<file path="src/rtl/feedback_scheduler_pkg.sv">
// Shared vending definitions: scheduler FSM encoding, hold kinds and FIFO sizing.
package feedback_scheduler_pkg;

   localparam int unsigned FIFO_DEPTH = 4;
   localparam int unsigned ITEM_W     = 2;
   localparam int unsigned PTR_W      = $clog2(FIFO_DEPTH);
   localparam int unsigned CNT_W      = $clog2(FIFO_DEPTH + 1);

   typedef enum logic [1:0] {
      ST_IDLE       = 2'd0,
      ST_ISSUE_ERR  = 2'd1,
      ST_ISSUE_VEND = 2'd2,
      ST_HOLD       = 2'd3
   } state_e;

   typedef enum logic {
      HOLD_VEND = 1'b0,
      HOLD_ERR  = 1'b1
   } hold_kind_e;

endpackage

</file>
<file path="src/rtl/feedback_scheduler_if.sv">
// Request/status bundle between the vending controller and the feedback scheduler.
interface feedback_scheduler_if;
   import feedback_scheduler_pkg::*;

   logic              vend_req;
   logic [ITEM_W-1:0] vend_item;
   logic              coin_err_req;
   logic              stock_err_req;
   logic              clear_overflow;
   logic              vend_event;
   logic              error_event;
   logic [ITEM_W-1:0] item_select;
   logic              busy;
   logic [CNT_W-1:0]  vend_pending;
   logic              overflow;

   modport master (
      output vend_req, vend_item, coin_err_req, stock_err_req, clear_overflow,
      input  vend_event, error_event, item_select, busy, vend_pending, overflow
   );

   modport slave (
      input  vend_req, vend_item, coin_err_req, stock_err_req, clear_overflow,
      output vend_event, error_event, item_select, busy, vend_pending, overflow
   );

endinterface

</file>
<file path="src/rtl/feedback_scheduler_item_fifo.sv">
// Small queue of pending vend items; a push into a full queue is accepted only alongside a pop.
module item_fifo
   import feedback_scheduler_pkg::*;
(
   input  logic              clk,
   input  logic              rst,
   input  logic              push_i,
   input  logic              pop_i,
   input  logic [ITEM_W-1:0] data_i,
   output logic [ITEM_W-1:0] data_o,
   output logic              full_o,
   output logic              empty_o,
   output logic [CNT_W-1:0]  count_o
);

   logic [ITEM_W-1:0] mem_q [FIFO_DEPTH];
   logic [PTR_W-1:0]  wr_ptr_q, rd_ptr_q;
   logic [CNT_W-1:0]  count_q, count_d;
   logic              push_ok, pop_ok;

   assign full_o  = (count_q == CNT_W'(FIFO_DEPTH));
   assign empty_o = (count_q == '0);
   assign count_o = count_q;
   assign data_o  = mem_q[rd_ptr_q];

   assign pop_ok  = pop_i && !empty_o;
   assign push_ok = push_i && (!full_o || pop_ok);

   // Occupancy update for simultaneous push/pop
   always_comb begin
      count_d = count_q;
      case ({push_ok, pop_ok})
         2'b10:   count_d = count_q + CNT_W'(1);
         2'b01:   count_d = count_q - CNT_W'(1);
         default: count_d = count_q;
      endcase
   end

   // Storage, pointers and count
   always_ff @(posedge clk or posedge rst) begin
      if (rst) begin
         for (int unsigned i = 0; i < FIFO_DEPTH; i++) mem_q[i] <= '0;
         wr_ptr_q <= '0;
         rd_ptr_q <= '0;
         count_q  <= '0;
      end else begin
         if (push_ok) begin
            mem_q[wr_ptr_q] <= data_i;
            wr_ptr_q        <= wr_ptr_q + PTR_W'(1);
         end
         if (pop_ok) rd_ptr_q <= rd_ptr_q + PTR_W'(1);
         count_q <= count_d;
      end
   end

endmodule

</file>
<file path="src/rtl/feedback_scheduler.sv">
// Schedules vend/error animations to the LED block: errors preempt vend holds, vends queue in order.
module feedback_scheduler
   import feedback_scheduler_pkg::*;
#(
   parameter int unsigned TICK_BITS  = 24,
   parameter int unsigned VEND_HOLD  = 7,
   parameter int unsigned ERROR_HOLD = 9
) (
   input logic           clk,
   input logic           rst,
   feedback_scheduler_if.slave bus
);

   localparam int unsigned HOLD_MAX = (VEND_HOLD > ERROR_HOLD) ? VEND_HOLD : ERROR_HOLD;
   localparam int unsigned HOLD_W   = (HOLD_MAX == 0) ? 1 : $clog2(HOLD_MAX + 1);

   state_e              state_q, state_d;
   hold_kind_e          kind_q, kind_d;
   logic [HOLD_W-1:0]   hold_q, hold_d;
   logic [TICK_BITS-1:0] tick_cnt_q;
   logic                tick_c;
   logic                err_pending_q, err_pending_d;
   logic                overflow_q, overflow_d;
   logic                vend_event_q, vend_event_d;
   logic                error_event_q, error_event_d;
   logic                busy_q, busy_d;
   logic [ITEM_W-1:0]   item_select_q, item_select_d;

   logic                fifo_push, fifo_pop, fifo_full, fifo_empty, drop_c, new_err_c;
   logic [ITEM_W-1:0]   fifo_head;
   logic [CNT_W-1:0]    fifo_count;

   item_fifo u_item_fifo (
      .clk     (clk),
      .rst     (rst),
      .push_i  (fifo_push),
      .pop_i   (fifo_pop),
      .data_i  (bus.vend_item),
      .data_o  (fifo_head),
      .full_o  (fifo_full),
      .empty_o (fifo_empty),
      .count_o (fifo_count)
   );

   assign tick_c    = (tick_cnt_q == '0);
   assign new_err_c = bus.coin_err_req || bus.stock_err_req;
   assign fifo_push = bus.vend_req && (!fifo_full || fifo_pop);
   assign drop_c    = bus.vend_req && fifo_full && !fifo_pop;

   // Sticky flags: errors coalesce into one pending issue; a drop beats a clear
   always_comb begin
      err_pending_d = new_err_c || (err_pending_q && (state_q != ST_ISSUE_ERR));
      overflow_d    = overflow_q;
      if (drop_c)                  overflow_d = 1'b1;
      else if (bus.clear_overflow) overflow_d = 1'b0;
   end

   // Next-state, hold countdown and registered-output staging
   always_comb begin
      state_d  = state_q;
      hold_d   = hold_q;
      kind_d   = kind_q;
      fifo_pop = 1'b0;
      case (state_q)
         ST_IDLE: begin
            if (err_pending_q) begin
               state_d = ST_ISSUE_ERR;
            end else if (!fifo_empty) begin
               state_d  = ST_ISSUE_VEND;
               fifo_pop = 1'b1;
            end
         end
         ST_ISSUE_ERR: begin
            hold_d  = HOLD_W'(ERROR_HOLD);
            kind_d  = HOLD_ERR;
            state_d = ST_HOLD;
         end
         ST_ISSUE_VEND: begin
            hold_d  = HOLD_W'(VEND_HOLD);
            kind_d  = HOLD_VEND;
            state_d = ST_HOLD;
         end
         ST_HOLD: begin
            if ((kind_q == HOLD_VEND) && err_pending_q) begin
               state_d = ST_ISSUE_ERR;
            end else if (tick_c) begin
               if (hold_q == '0) state_d = ST_IDLE;
               else              hold_d  = hold_q - HOLD_W'(1);
            end
         end
         default: state_d = ST_IDLE;
      endcase
      vend_event_d  = (state_d == ST_ISSUE_VEND);
      error_event_d = (state_d == ST_ISSUE_ERR);
      busy_d        = (state_d != ST_IDLE);
      item_select_d = fifo_pop ? fifo_head : item_select_q;
   end

   // State, prescaler and output registers
   always_ff @(posedge clk or posedge rst) begin
      if (rst) begin
         state_q       <= ST_IDLE;
         kind_q        <= HOLD_VEND;
         hold_q        <= '0;
         tick_cnt_q    <= '0;
         err_pending_q <= 1'b0;
         overflow_q    <= 1'b0;
         vend_event_q  <= 1'b0;
         error_event_q <= 1'b0;
         busy_q        <= 1'b0;
         item_select_q <= '0;
      end else begin
         state_q       <= state_d;
         kind_q        <= kind_d;
         hold_q        <= hold_d;
         tick_cnt_q    <= tick_cnt_q + TICK_BITS'(1);
         err_pending_q <= err_pending_d;
         overflow_q    <= overflow_d;
         vend_event_q  <= vend_event_d;
         error_event_q <= error_event_d;
         busy_q        <= busy_d;
         item_select_q <= item_select_d;
      end
   end

   assign bus.vend_event   = vend_event_q;
   assign bus.error_event  = error_event_q;
   assign bus.item_select  = item_select_q;
   assign bus.busy         = busy_q;
   assign bus.vend_pending = fifo_count;
   assign bus.overflow     = overflow_q;

endmodule

</file>
<file path="src/flat_wrapper.sv">
// flat-port wrapper written by rule: the top's interface ports become plain ports
module feedback_scheduler_flat import feedback_scheduler_pkg::*;
#(
   parameter int unsigned TICK_BITS  = 24,
   parameter int unsigned VEND_HOLD  = 7,
   parameter int unsigned ERROR_HOLD = 9
)
  (clk, rst, bus_vend_req, bus_vend_item, bus_coin_err_req, bus_stock_err_req, bus_clear_overflow, bus_vend_event, bus_error_event, bus_item_select, bus_busy, bus_vend_pending, bus_overflow);
  feedback_scheduler_if bus_i ();
  input logic clk;
  input logic rst;
  input wire logic [$bits(bus_i.vend_req)-1:0] bus_vend_req;
  input wire logic [$bits(bus_i.vend_item)-1:0] bus_vend_item;
  input wire logic [$bits(bus_i.coin_err_req)-1:0] bus_coin_err_req;
  input wire logic [$bits(bus_i.stock_err_req)-1:0] bus_stock_err_req;
  input wire logic [$bits(bus_i.clear_overflow)-1:0] bus_clear_overflow;
  output wire logic [$bits(bus_i.vend_event)-1:0] bus_vend_event;
  output wire logic [$bits(bus_i.error_event)-1:0] bus_error_event;
  output wire logic [$bits(bus_i.item_select)-1:0] bus_item_select;
  output wire logic [$bits(bus_i.busy)-1:0] bus_busy;
  output wire logic [$bits(bus_i.vend_pending)-1:0] bus_vend_pending;
  output wire logic [$bits(bus_i.overflow)-1:0] bus_overflow;
  assign bus_i.vend_req = bus_vend_req;
  assign bus_i.vend_item = bus_vend_item;
  assign bus_i.coin_err_req = bus_coin_err_req;
  assign bus_i.stock_err_req = bus_stock_err_req;
  assign bus_i.clear_overflow = bus_clear_overflow;
  assign bus_vend_event = bus_i.vend_event;
  assign bus_error_event = bus_i.error_event;
  assign bus_item_select = bus_i.item_select;
  assign bus_busy = bus_i.busy;
  assign bus_vend_pending = bus_i.vend_pending;
  assign bus_overflow = bus_i.overflow;
  feedback_scheduler #(.TICK_BITS(TICK_BITS), .VEND_HOLD(VEND_HOLD), .ERROR_HOLD(ERROR_HOLD)) u_core (.clk(clk), .rst(rst), .bus(bus_i));
endmodule
</file>
<file path="config.mk">
export PLATFORM = sky130hd
export DESIGN_NAME = feedback_scheduler_flat
export DESIGN_NICKNAME = d
export VERILOG_FILES = /design/src/rtl/feedback_scheduler_pkg.sv /design/src/rtl/feedback_scheduler_if.sv /design/src/rtl/feedback_scheduler_item_fifo.sv /design/src/rtl/feedback_scheduler.sv /design/src/flat_wrapper.sv
export SDC_FILE = /design/constraint.sdc
export NUM_CORES = 1
export LEC_CHECK = 0
export BUFFER_PORTS_ARGS = -buffer_cell sky130_fd_sc_hd__clkbuf_2
export CAP_MARGIN = 0
export CORE_ASPECT_RATIO = 1.5
export CORE_UTILIZATION = 45
export DETAILED_ROUTE_END_ITERATION = 10
export GPL_ROUTABILITY_DRIVEN = 0
export HOLD_SLACK_MARGIN = 0.12
export PLACE_DENSITY = 0.63
export SLEW_MARGIN = 20
export SYNTH_ARGS = -nofsm -noshare
export SYNTH_HDL_FRONTEND = slang
export SYNTH_SLANG_ARGS = --single-unit
</file>
<file path="constraint.sdc">
create_clock -name clk -period 6.64 [get_ports clk]
set_clock_uncertainty 0.1 [all_clocks]
set_input_delay 0.332 -clock clk [delete_from_list [all_inputs] [get_ports clk]]
set_output_delay 0.332 -clock clk [all_outputs]
set_load 0.1 [all_outputs]
</file>
# Word level (Yosys, flattened, before mapping)
# Index checks and enable logic that the tools add are counted.
[classes]
n_eq_ne = 12
bitwise_logic = 3
muxes = 23
add_sub_neg = 6
reduce_logical = 26
n_div = 0
n_mul = 0
n_shift = 0
order_cmp = 3
[ops]
columns = ["cell", "n"]
rows = [
  ["adder 24 x 1 -> 24 bit, second input constant", 1],
  ["logical NOT 24 bit", 1],
  ["2-to-1 mux 2 bit", 8],
  ["2-to-1 mux 4 bit", 3],
  ["case mux 4 bit (3 select lines)", 1],
  ["bitwise mux 8 bit", 1],
  ["equality test 2 bit, second input constant", 4],
  ["logical AND 1 bit", 8],
  ["nonzero test 2 bit", 4],
  ["equality test 2 x 1 -> 1 bit, second input constant", 3],
  ["greater-or-equal comparator 3 bit, second input constant", 2],
  ["inverter 2 -> 3 bit", 2],
  ["case mux 2 bit (3 select lines)", 1],
  ["case mux 3 bit (2 select lines)", 1],
  ["2-to-1 mux 1 bit", 5],
  ["adder 2 x 1 -> 2 bit, second input constant", 2],
  ["binary-select mux 2 bit (select 2 bit)", 1],
  ["demux 2 bit (select 2 bit)", 1],
  ["logical NOT 4 bit", 1],
  ["logical OR 1 bit", 4],
  ["inequality test 2 x 1 -> 1 bit, second input constant", 2],
  ["inequality test 2 bit, second input constant", 2],
  ["AND reduction 4 bit", 1],
  ["subtractor 4 x 1 -> 4 bit, second input constant", 1],
  ["11 further kinds", 13],
]
[totals]
n_memories = 0
output_inout_bits = 9
latchBits = 0
mem_bits_ro = 0
register_bits = 53
ramBits = 0
wordCells = 90
input_bits = 8

# Longest topological paths before layout
# Gate-level depths: netlist of run 1.
[logic_depth]
depth_word = 9
depth_mapped = 11
ltp_nobuf = 11

# Hierarchy
# Synthesis of run 1 repeated with hierarchy kept, for this count alone.
[hier_totals]
hier_cells = 246
hier_area_um2 = 2763.9
[by_module_without_submodules]
columns = ["module", "n_inst", "cells_each", "area_per_inst_um2", "seq_area_each_um2"]
rows = [
  ["feedback_scheduler", 1, 176, 1926.8, 950.9],
  ["item_fifo", 1, 70, 837.1, 375.4],
]

# Worst setup path after synthesis of run 1
# OpenSTA, ideal clock, no wires.
[synth_timing]
path_kind = "register to register"
start = "reg u_core.u_item_fifo.count_q[1] (netlist: u_core.u_item_fifo.count_o[1])"
end = "reg u_core.u_item_fifo.count_q[2] (netlist: u_core.u_item_fifo.count_o[2])"
path_buffers = 0
setup_slack_ns = 4.002
period_less_slack_ns = 2.638
setup_ns = 0.165
t_required_ns = 6.375
t_arrival_ns = 2.373
path_stages_with_launch = 9
path_cell_list = "dfrtp_1 > nor3_1 > nor2_1 > ha_1 > inv_1 > fa_1 > xor2_1 > nor2_1 > xor2_1"
[synth_between]
elab_chain_len = 9
word_cells_on_any_way = 18
cone_classes = "2 x add/sub; 3 x eq/ne; 4 x mux; 9 x reduce/logical"
[synth_rtl]
columns = ["element", "line", "source"]
rows = [
  ["from (decl)", "feedback_scheduler_item_fifo.sv:18", "logic [CNT_W-1:0] count_q, count_d;"],
  ["from (signal assigned)", "feedback_scheduler_item_fifo.sv:52", "count_q <= count_d;"],
  ["logical NOT 3 bit *", "feedback_scheduler_item_fifo.sv:22", "assign empty_o = (count_q == '0);"],
  ["2-to-1 mux 1 bit", "feedback_scheduler.sv:68", "end else if (!fifo_empty) begin"],
  ["2-to-1 mux 1 bit", "feedback_scheduler.sv:66", "if (err_pending_q) begin"],
  ["2-to-1 mux 1 bit", "feedback_scheduler.sv:64", "case (state_q)"],
  ["logical AND 1 bit *", "feedback_scheduler_item_fifo.sv:26", "assign pop_ok = pop_i && !empty_o;"],
  ["via u_core.u_item_fifo.pop_ok", "feedback_scheduler_item_fifo.sv:19", "logic push_ok, pop_ok;"],
  ["logical OR 1 bit", "feedback_scheduler_item_fifo.sv:27", "assign push_ok = push_i && (!full_o || pop_ok);"],
  ["logical AND 1 bit", "feedback_scheduler_item_fifo.sv:27", ""],
  ["equality test 2 x 1 -> 1 bit or equality test 2 bit (tied branches)", "feedback_scheduler_item_fifo.sv:32", "case ({push_ok, pop_ok})"],
  ["case mux 3 bit (2 select lines) or nonzero test 2 bit (tied branches)", "--", ""],
]
# The timed path passes the listed nets; every way through them passes the cells marked *.
# A chain may end at the register's enable or synchronous reset.

# Worst setup path in the final report of run 1
[layout_timing]
start = "reg u_core.state_q[0]"
end = "reg u_core.u_item_fifo.count_q[2] (netlist: u_core.u_item_fifo.count_o[2])"
[layout_between]
elab_chain_len = 7
word_cells_on_any_way = 11
cone_classes = "2 x eq/ne; 2 x mux; 7 x reduce/logical"
[layout_rtl]
columns = ["element", "line", "source"]
rows = [
  ["from (decl)", "feedback_scheduler.sv:17", "state_e state_q, state_d;"],
  ["from (signal assigned)", "feedback_scheduler.sv:113", "state_q <= state_d;"],
  ["logical NOT 2 bit *", "feedback_scheduler.sv:64", ""],
  ["2-to-1 mux 1 bit *", "feedback_scheduler.sv:64", ""],
  ["logical AND 1 bit *", "feedback_scheduler_item_fifo.sv:26", ""],
  ["via u_core.u_item_fifo.pop_ok", "feedback_scheduler_item_fifo.sv:19", ""],
  ["logical OR 1 bit", "feedback_scheduler_item_fifo.sv:27", ""],
  ["logical AND 1 bit", "feedback_scheduler_item_fifo.sv:27", ""],
  ["equality test 2 x 1 -> 1 bit or equality test 2 bit (tied branches)", "feedback_scheduler_item_fifo.sv:32", ""],
  ["case mux 3 bit (2 select lines) or nonzero test 2 bit (tied branches)", "--", ""],
]
# Marks and branches as above.

==> results of run 1 <==
-- stage by stage --
stage               std cells  setup WS, ns  instance area (um2)  utilization
finish                    322          4.24                 2920        0.527
global route              322          4.07                 2920        0.527
CTS                       322          4.22                 2920        0.527
detailed placement        312          4.24                 2800        0.506
global placement          312          4.33                 2800        0.506
floorplan                 226          4.00                 2630            -
-- logic make-up (layout without fill, tap and decap cells) --
| logic type | after synthesis | after routing | share of synthesized area |
|---|---|---|---|
| AOI/OAI and AO/OA | 22 | 22 | 0.0604 |
| xor gates and xnor gates | 28 | 28 | 0.0932 |
| adders and majority gates | 15 | 15 | 0.0742 |
| buffers and inverters | 21 | 47 | 0.0300 |
| DFF | 53 | 53 | 0.504 |
| muxes | 15 | 15 | 0.0714 |
| and+or+nand+nor | 72 | 72 | 0.167 |
-- area by class of cell --
cell class,count,area [um2],share of cell area
clock buffer,5,68.8,0.0236
clock inverter,3,26.3,0.00901
inverter,20,75.1,0.0257
multi-input combinational,152,1220,0.420
sequential,53,1330,0.455
tap,70,87.6,0.0300
timing repair buffer,19,108,0.0369
-- cells in the mapped netlist (all sizes together), types with 3 or more instances --
master  count  area share
dfrtp      53        0.50
xnor2      20       0.067
and3        3      0.0071
ha         14       0.067
inv        20       0.029
mux2       10       0.043
nor2        9       0.013
nor3        7       0.020
nand4       4       0.012
xor2        8       0.027
nand2      18       0.026
and4        3       0.010
o21ai       7       0.013
mux2i       3       0.011
nand3      14       0.029
nor4        7       0.033
-- sequential cells by signal, indices dropped and copies added (netlist names), 2 cells and up --
register / count
u_core.u_item_fifo.rd_ptr_q: 2
u_core.u_item_fifo.wr_ptr_q: 2
u_core.tick_cnt_q: 24
u_core.hold_q: 4
u_core.u_item_fifo.mem_q: 8
u_core.bus.item_select: 2
u_core.u_item_fifo.count_o: 3
u_core.state_q: 2
-- final timing paths --
check	end	slack, ns	cells after the start
worst max-delay path	u_core.u_item_fifo.count_o[2]	4.24	10
worst min-delay path	u_core.err_pending_q	0.16	3
worst max register to register	u_core.u_item_fifo.count_o[2]	4.24	10
worst min register to register	u_core.u_item_fifo.mem_q[1]	0.40	1
max in group asynchronous	u_core.tick_cnt_q[4]	5.36	4
min in group asynchronous	u_core.u_item_fifo.mem_q[5]	0.62	4
-- metal layers --
metal,part of all wire,track usage
met3,0.027,0.0311
met1,0.45,0.193
met4,0.017,0.0667
met5,0,0
met2,0.51,0.302
-- worst register-to-register path, cell delays in order (launching register included) --
cell	delay, ns
dfrtp_1	0.44
inv_1	0.12
ha_1	0.15
nand2_1	0.09
nor2_1	0.35
ha_1	0.26
inv_1	0.06
fa_1	0.37
xor2_1	0.15
nor2_1	0.11
xor2_1	0.15
-- power breakdown --
part / leakage (nW) / switching, mW / internal, mW / total, mW
registers: 0.661 / 0.0355 / 0.366 / 0.401
clock network: 0.0487 / 0.113 / 0.0771 / 0.190
logic: 0.648 / 0.150 / 0.0656 / 0.216
==> flow_summary_export.csv, run 1 <==
group,metric,value,unit
grt,grt_pass1_wl,7.94,mm
synth,syn_nets,249,
floorplanning,fp.dieW,64.4,um
floorplanning,die_h,95.6,um
grt,grt_usage,0.167,
floorplanning,rows,33,
drt,via_per_inst,5.25,
drt,vias,1690,
min_path,hp-class,"in -> reg",
clock_tree,path_clk_slew,0.11,ns
finish,diodes,0,
worst_setup_path,critical_path.max_fanout,5,
worst_setup_path,crit_chain,"inv_1, ha_1, nand2_1, nor2_1, ha_1, inv_1, fa_1, xor2_1, nor2_1, xor2_1",
synth,ys_seq_area_frac,0.504,
power_and_ir_drop,finalPower,807,uW
outcome,outcome,"completed",
synth,netlist-cell-type-count,48,
clock_tree,post-cts-setup-buffers,0,
synth,synth_edf_count,0,
sta,setup_tns,0,ns
worst_setup_path,cp-end-kind,"flip-flop",
grt,antenna_found_initial,0,
worst_setup_path,worstPathArrival,2.54,ns
clock_tree,cts_tree,"built",
finish,area_growth,10.9,%
floorplanning,core,5530,um2
synth,synth_seq_cells,53,
drt,drt_first_iter_violations,77,
worst_setup_path,critical_path.startpoint,"u_core.state_q[0]",
clock_tree,clock-sinks,53,
synth,syn_area,2630,um2
worst_setup_path,worstPathRequired,6.78,ns
finish,drive_gt1_frac,0.163,
clock_tree,htreeDepth,2,
floorplanning,io_pins,17,
run,drv_cap,0,
worst_setup_path,cpMaxStageDelayCell,"dfrtp_1",
sta,maxSlewHeadroom,0.558,
finish,layout_common_cells,"dfrtp_1 (53), xnor2_1 (20), nand2_1 (18), inv_1 (18), clkbuf_2 (16)",
sta,finalCritPeriodShare,0.361,
finish,final_nets,274,
drt,drtAntennaViolNets,0,
sta,final-setup-viol-count,0,
min_path,hp-start,"bus_coin_err_req",
synth,avgSynthCellArea,11.6,um2
clock_tree,insertion_delay,0.31,ns
grt,gr-total-overflow,0,
clock_tree,clockBufferDepth,2,
power_and_ir_drop,ir_drop,0.145,mV
worst_setup_path,crit_buf_inv,2,
synth,syn_inst,226,
synth,async_flop_share,1.00,
grt,grt_max_degree,54,
finish,num-fill-cells,502,
synth,yosys_warnings,0,
sta,clock.fmax,417,MHz
sta,fin_crit,2.40,ns
clock_tree,cts-root-buf,"clkbuf_8",
placement,hpwl,3.32,mm
drt,dr.pass1.iters,4,
sta,worst_slew_pin_slew,0.663,ns
drt,drc,0,
sta,whs,0.163,ns
synth,synth_ff_type,"dfrtp_1",
sta,rsz0062_at_grt,"false",
drt,wl_per_cell,14.2,um
sta,slew_violations,0,
worst_setup_path,crit_type,"reg -> reg",
grt,grt_pass1_vias,1781,
floorplanning,initial_utilization,0.475,
placement,port_buffers,16,
worst_setup_path,startpoint_type,"flip-flop",
finish,final_common_cell,"dfrtp_1",
worst_setup_path,critPathTopFamily,"adder cells",
power_and_ir_drop,leakagePower,1.36,nW
sta,final-hold-violation-count,0,
clock_tree,cts-resized-gates,0,
power_and_ir_drop,powerDensity,277,nW/um2
clock_tree,postCtsHoldBufs,2,
worst_setup_path,max_stage_delay,0.44,ns
worst_setup_path,reg2reg_from,"u_core.state_q[0]",
clock_tree,cts_buffers,5,
floorplanning,die-area,6160,um2
drt,wirelength,4.59,mm
Note: power is estimated with default switching activity, not from simulation.
==> run 2, diff against run 1 <==
--- a/config.mk
+++ b/config.mk
@@ -12,7 +12,7 @@
 export DETAILED_ROUTE_END_ITERATION = 10
 export GPL_ROUTABILITY_DRIVEN = 0
 export HOLD_SLACK_MARGIN = 0.12
-export PLACE_DENSITY = 0.63
+export PLACE_DENSITY = 0.66
 export SLEW_MARGIN = 20
 export SYNTH_ARGS = -nofsm -noshare
 export SYNTH_HDL_FRONTEND = slang
==> constraint.sdc (replaced) <==
create_clock -name clk -period 2.01 [get_ports clk]
set_clock_uncertainty 0.1 [all_clocks]
set_input_delay 0.1005 -clock clk [delete_from_list [all_inputs] [get_ports clk]]
set_output_delay 0.1005 -clock clk [all_outputs]
set_load 0.1 [all_outputs]
==> run 2 against run 1 <==
Non-clock buffer count grew 26. Critical path depth grew 1. Via count grew 7.9%. Highest routed layer unchanged. Clock power grew to 3.9 times the previous value. Largest cell class unchanged. Sequential power grew to 3.3 times the previous value. Fmax grew 20%. Register-to-register slack lost 4.2 ns. Global-route usage grew 0.92 points. Cell count grew 8.1%. Count of clock-buffer cells in the layout is the same. Die area is the same.
==> flow_summary_export.csv, run 2 (same netlist as run 1, synthesis figures left out) <==
group,metric,value,unit
placement,placed_cells,330,
finish,final_common_cell,"dfrtp_1",
clock_tree,clock-sinks,53,
grt,gr-total-overflow,0,
worst_setup_path,cpMaxStageDelayCell,"dfrtp_1",
sta,rsz0062_at_grt,"true",
outcome,outcome,"completed",
worst_setup_path,startpoint_type,"flip-flop",
floorplanning,fp.dieW,64.4,um
finish,finalNonFillerCells,348,
worst_setup_path,critical_path.max_fanout,3,
grt,grt_pass1_vias,1901,
worst_setup_path,crit_chain,"inv_2, ha_4, nand2_4, a31oi_4, inv_1, ha_2, inv_2, fa_2, xor2_1, nor2_1, xor2_1",
floorplanning,initial_utilization,0.475,
grt,grt_pass1_wl,8.35,mm
drt,drc,0,
finish,num-fill-cells,455,
floorplanning,die-area,6160,um2
min_path,hp-start,"bus_vend_req",
worst_setup_path,cp-end-kind,"flip-flop",
placement,dp_slack,-0.0458,ns
finish,reg_top3,"u_core.tick_cnt_q: 24 flops, u_core.u_item_fifo.mem_q: 8 flops, u_core.hold_q: 4 flops",
sta,finalCritPeriodShare,0.994,
finish,diodes,0,
drt,drt_first_iter_violations,82,
drt,drtAntennaViolNets,0,
power_and_ir_drop,powerDensity,875,nW/um2
worst_setup_path,worstPathRequired,2.14,ns
sta,clock.fmax,501,MHz
worst_setup_path,crit_type,"reg -> reg",
power_and_ir_drop,leakagePower,1.53,nW
clock_tree,cts_tree,"built",
sta,fin_crit,2.00,ns
min_path,hp-class,"in -> reg",
clock_tree,insertion_delay,0.31,ns
sta,worst_slew_pin_slew,0.541,ns
grt,grt_max_degree,54,
worst_setup_path,critical_path.startpoint,"u_core.state_q[1]",
finish,area_growth,23.6,%
clock_tree,clockBufferDepth,2,
finish,largest_reg_flops,24,
floorplanning,core,5530,um2
power_and_ir_drop,ir_drop,0.469,mV
grt,antenna_found_initial,0,
sta,final-setup-viol-count,0,
clock_tree,path_clk_slew,0.10,ns
floorplanning,die_h,95.6,um
clock_tree,htreeDepth,2,
sta,final-hold-violation-count,0,
power_and_ir_drop,finalPower,2.85,mW
drt,via_per_inst,5.24,
placement,hpwl,3.44,mm
worst_setup_path,reg2reg_from,"u_core.state_q[1]",
drt,dr.pass1.iters,5,
finish,max_flop_register,"u_core.tick_cnt_q",
drt,wirelength,4.95,mm
drt,wl_per_cell,14.2,um
sta,maxSlewHeadroom,0.641,
worst_setup_path,max_stage_delay,0.39,ns
run,drv_cap,0,
clock_tree,cts_buffers,5,
placement,port_buffers,16,
grt,grt_usage,0.176,
clock_tree,cts-root-buf,"clkbuf_8",
sta,slew_violations,0,
floorplanning,io_pins,17,
drt,vias,1823,
finish,drive_gt1_frac,0.284,
sta,fin_ws,0.0128,ns
floorplanning,rows,33,
finish,layout_common_cells,"dfrtp_1 (50), buf_4 (21), xnor2_1 (20)",
worst_setup_path,worstPathArrival,2.13,ns
finish,final_nets,300,
run 2: power by group:
group	leakage (nW)	internal, mW	switching (mW)	total [mW]
Combinational	0.814	0.254	0.513	0.767
Clock	0.0585	0.374	0.360	0.734
Sequential	0.658	1.22	0.129	1.34
run 2: final cells by class:
| class | instances | area, um2 | area share |
|---|---|---|---|
| multi-input cells | 152 | 1320 | 0.406 |
| clock inverters | 3 | 43.8 | 0.0135 |
| repair buffers | 45 | 328 | 0.101 |
| flip-flops and latches | 53 | 1330 | 0.409 |
| inverters | 20 | 75.1 | 0.0231 |
| clock buffers | 5 | 68.8 | 0.0212 |
| well taps | 70 | 87.6 | 0.0269 |
run 2: per-layer routing:
layer	up-vias	routed length (um)	track usage
li1	889	-	-
met1	886	2030	0.194
met2	35	2680	0.331
met3	13	120	0.0287
met4	0	118	0.0722
met5	-	0	0
run 2: what timing repair did:
action                                  4_1_cts  5_1_grt
resized for setup                             2       13
endpoints found under the hold margin        63        0
endpoints found under the setup margin        3        9
hold buffers                                  7        0
pin swaps                                     3        4
setup buffers                                 2        1
run 2: path summary, 6_finish.rpt:
kind                            slack (ns)                             end  depth (start not counted)
worst max-delay path                  0.01   u_core.u_item_fifo.count_o[2]                         11
worst min-delay path                  0.23  u_core.u_item_fifo.wr_ptr_q[0]                          5
worst max register to register        0.01   u_core.u_item_fifo.count_o[2]                         11
worst min register to register        0.35            u_core.tick_cnt_q[0]                          1
max in group asynchronous             1.29   u_core.u_item_fifo.count_o[1]                          4
min in group asynchronous             0.25     u_core.u_item_fifo.mem_q[3]                          4
run 2: critical path: cells and delay by family, from the launching register on:
family                   cells  cell delay [ns]
AO/OA/AOI/OAI                1             0.09
XOR/XNOR                     2             0.30
adder cells (fa/ha/maj)      3             0.67
buffers and inverters        3             0.17
flip-flops                   1             0.39
AND/OR/NAND/NOR              2             0.21
run 2: through the flow:
stage               utilization  TNS [ns]  hold slack, ns  area [um2]
floorplan                     -    -0.305           0.106        2660
global placement          0.538         0          0.0527        2980
detailed placement        0.538   -0.0458          0.0529        2980
CTS                       0.574         0           0.226        3180
global route              0.588   -0.0895           0.250        3250
finish                    0.588         0           0.234        3250
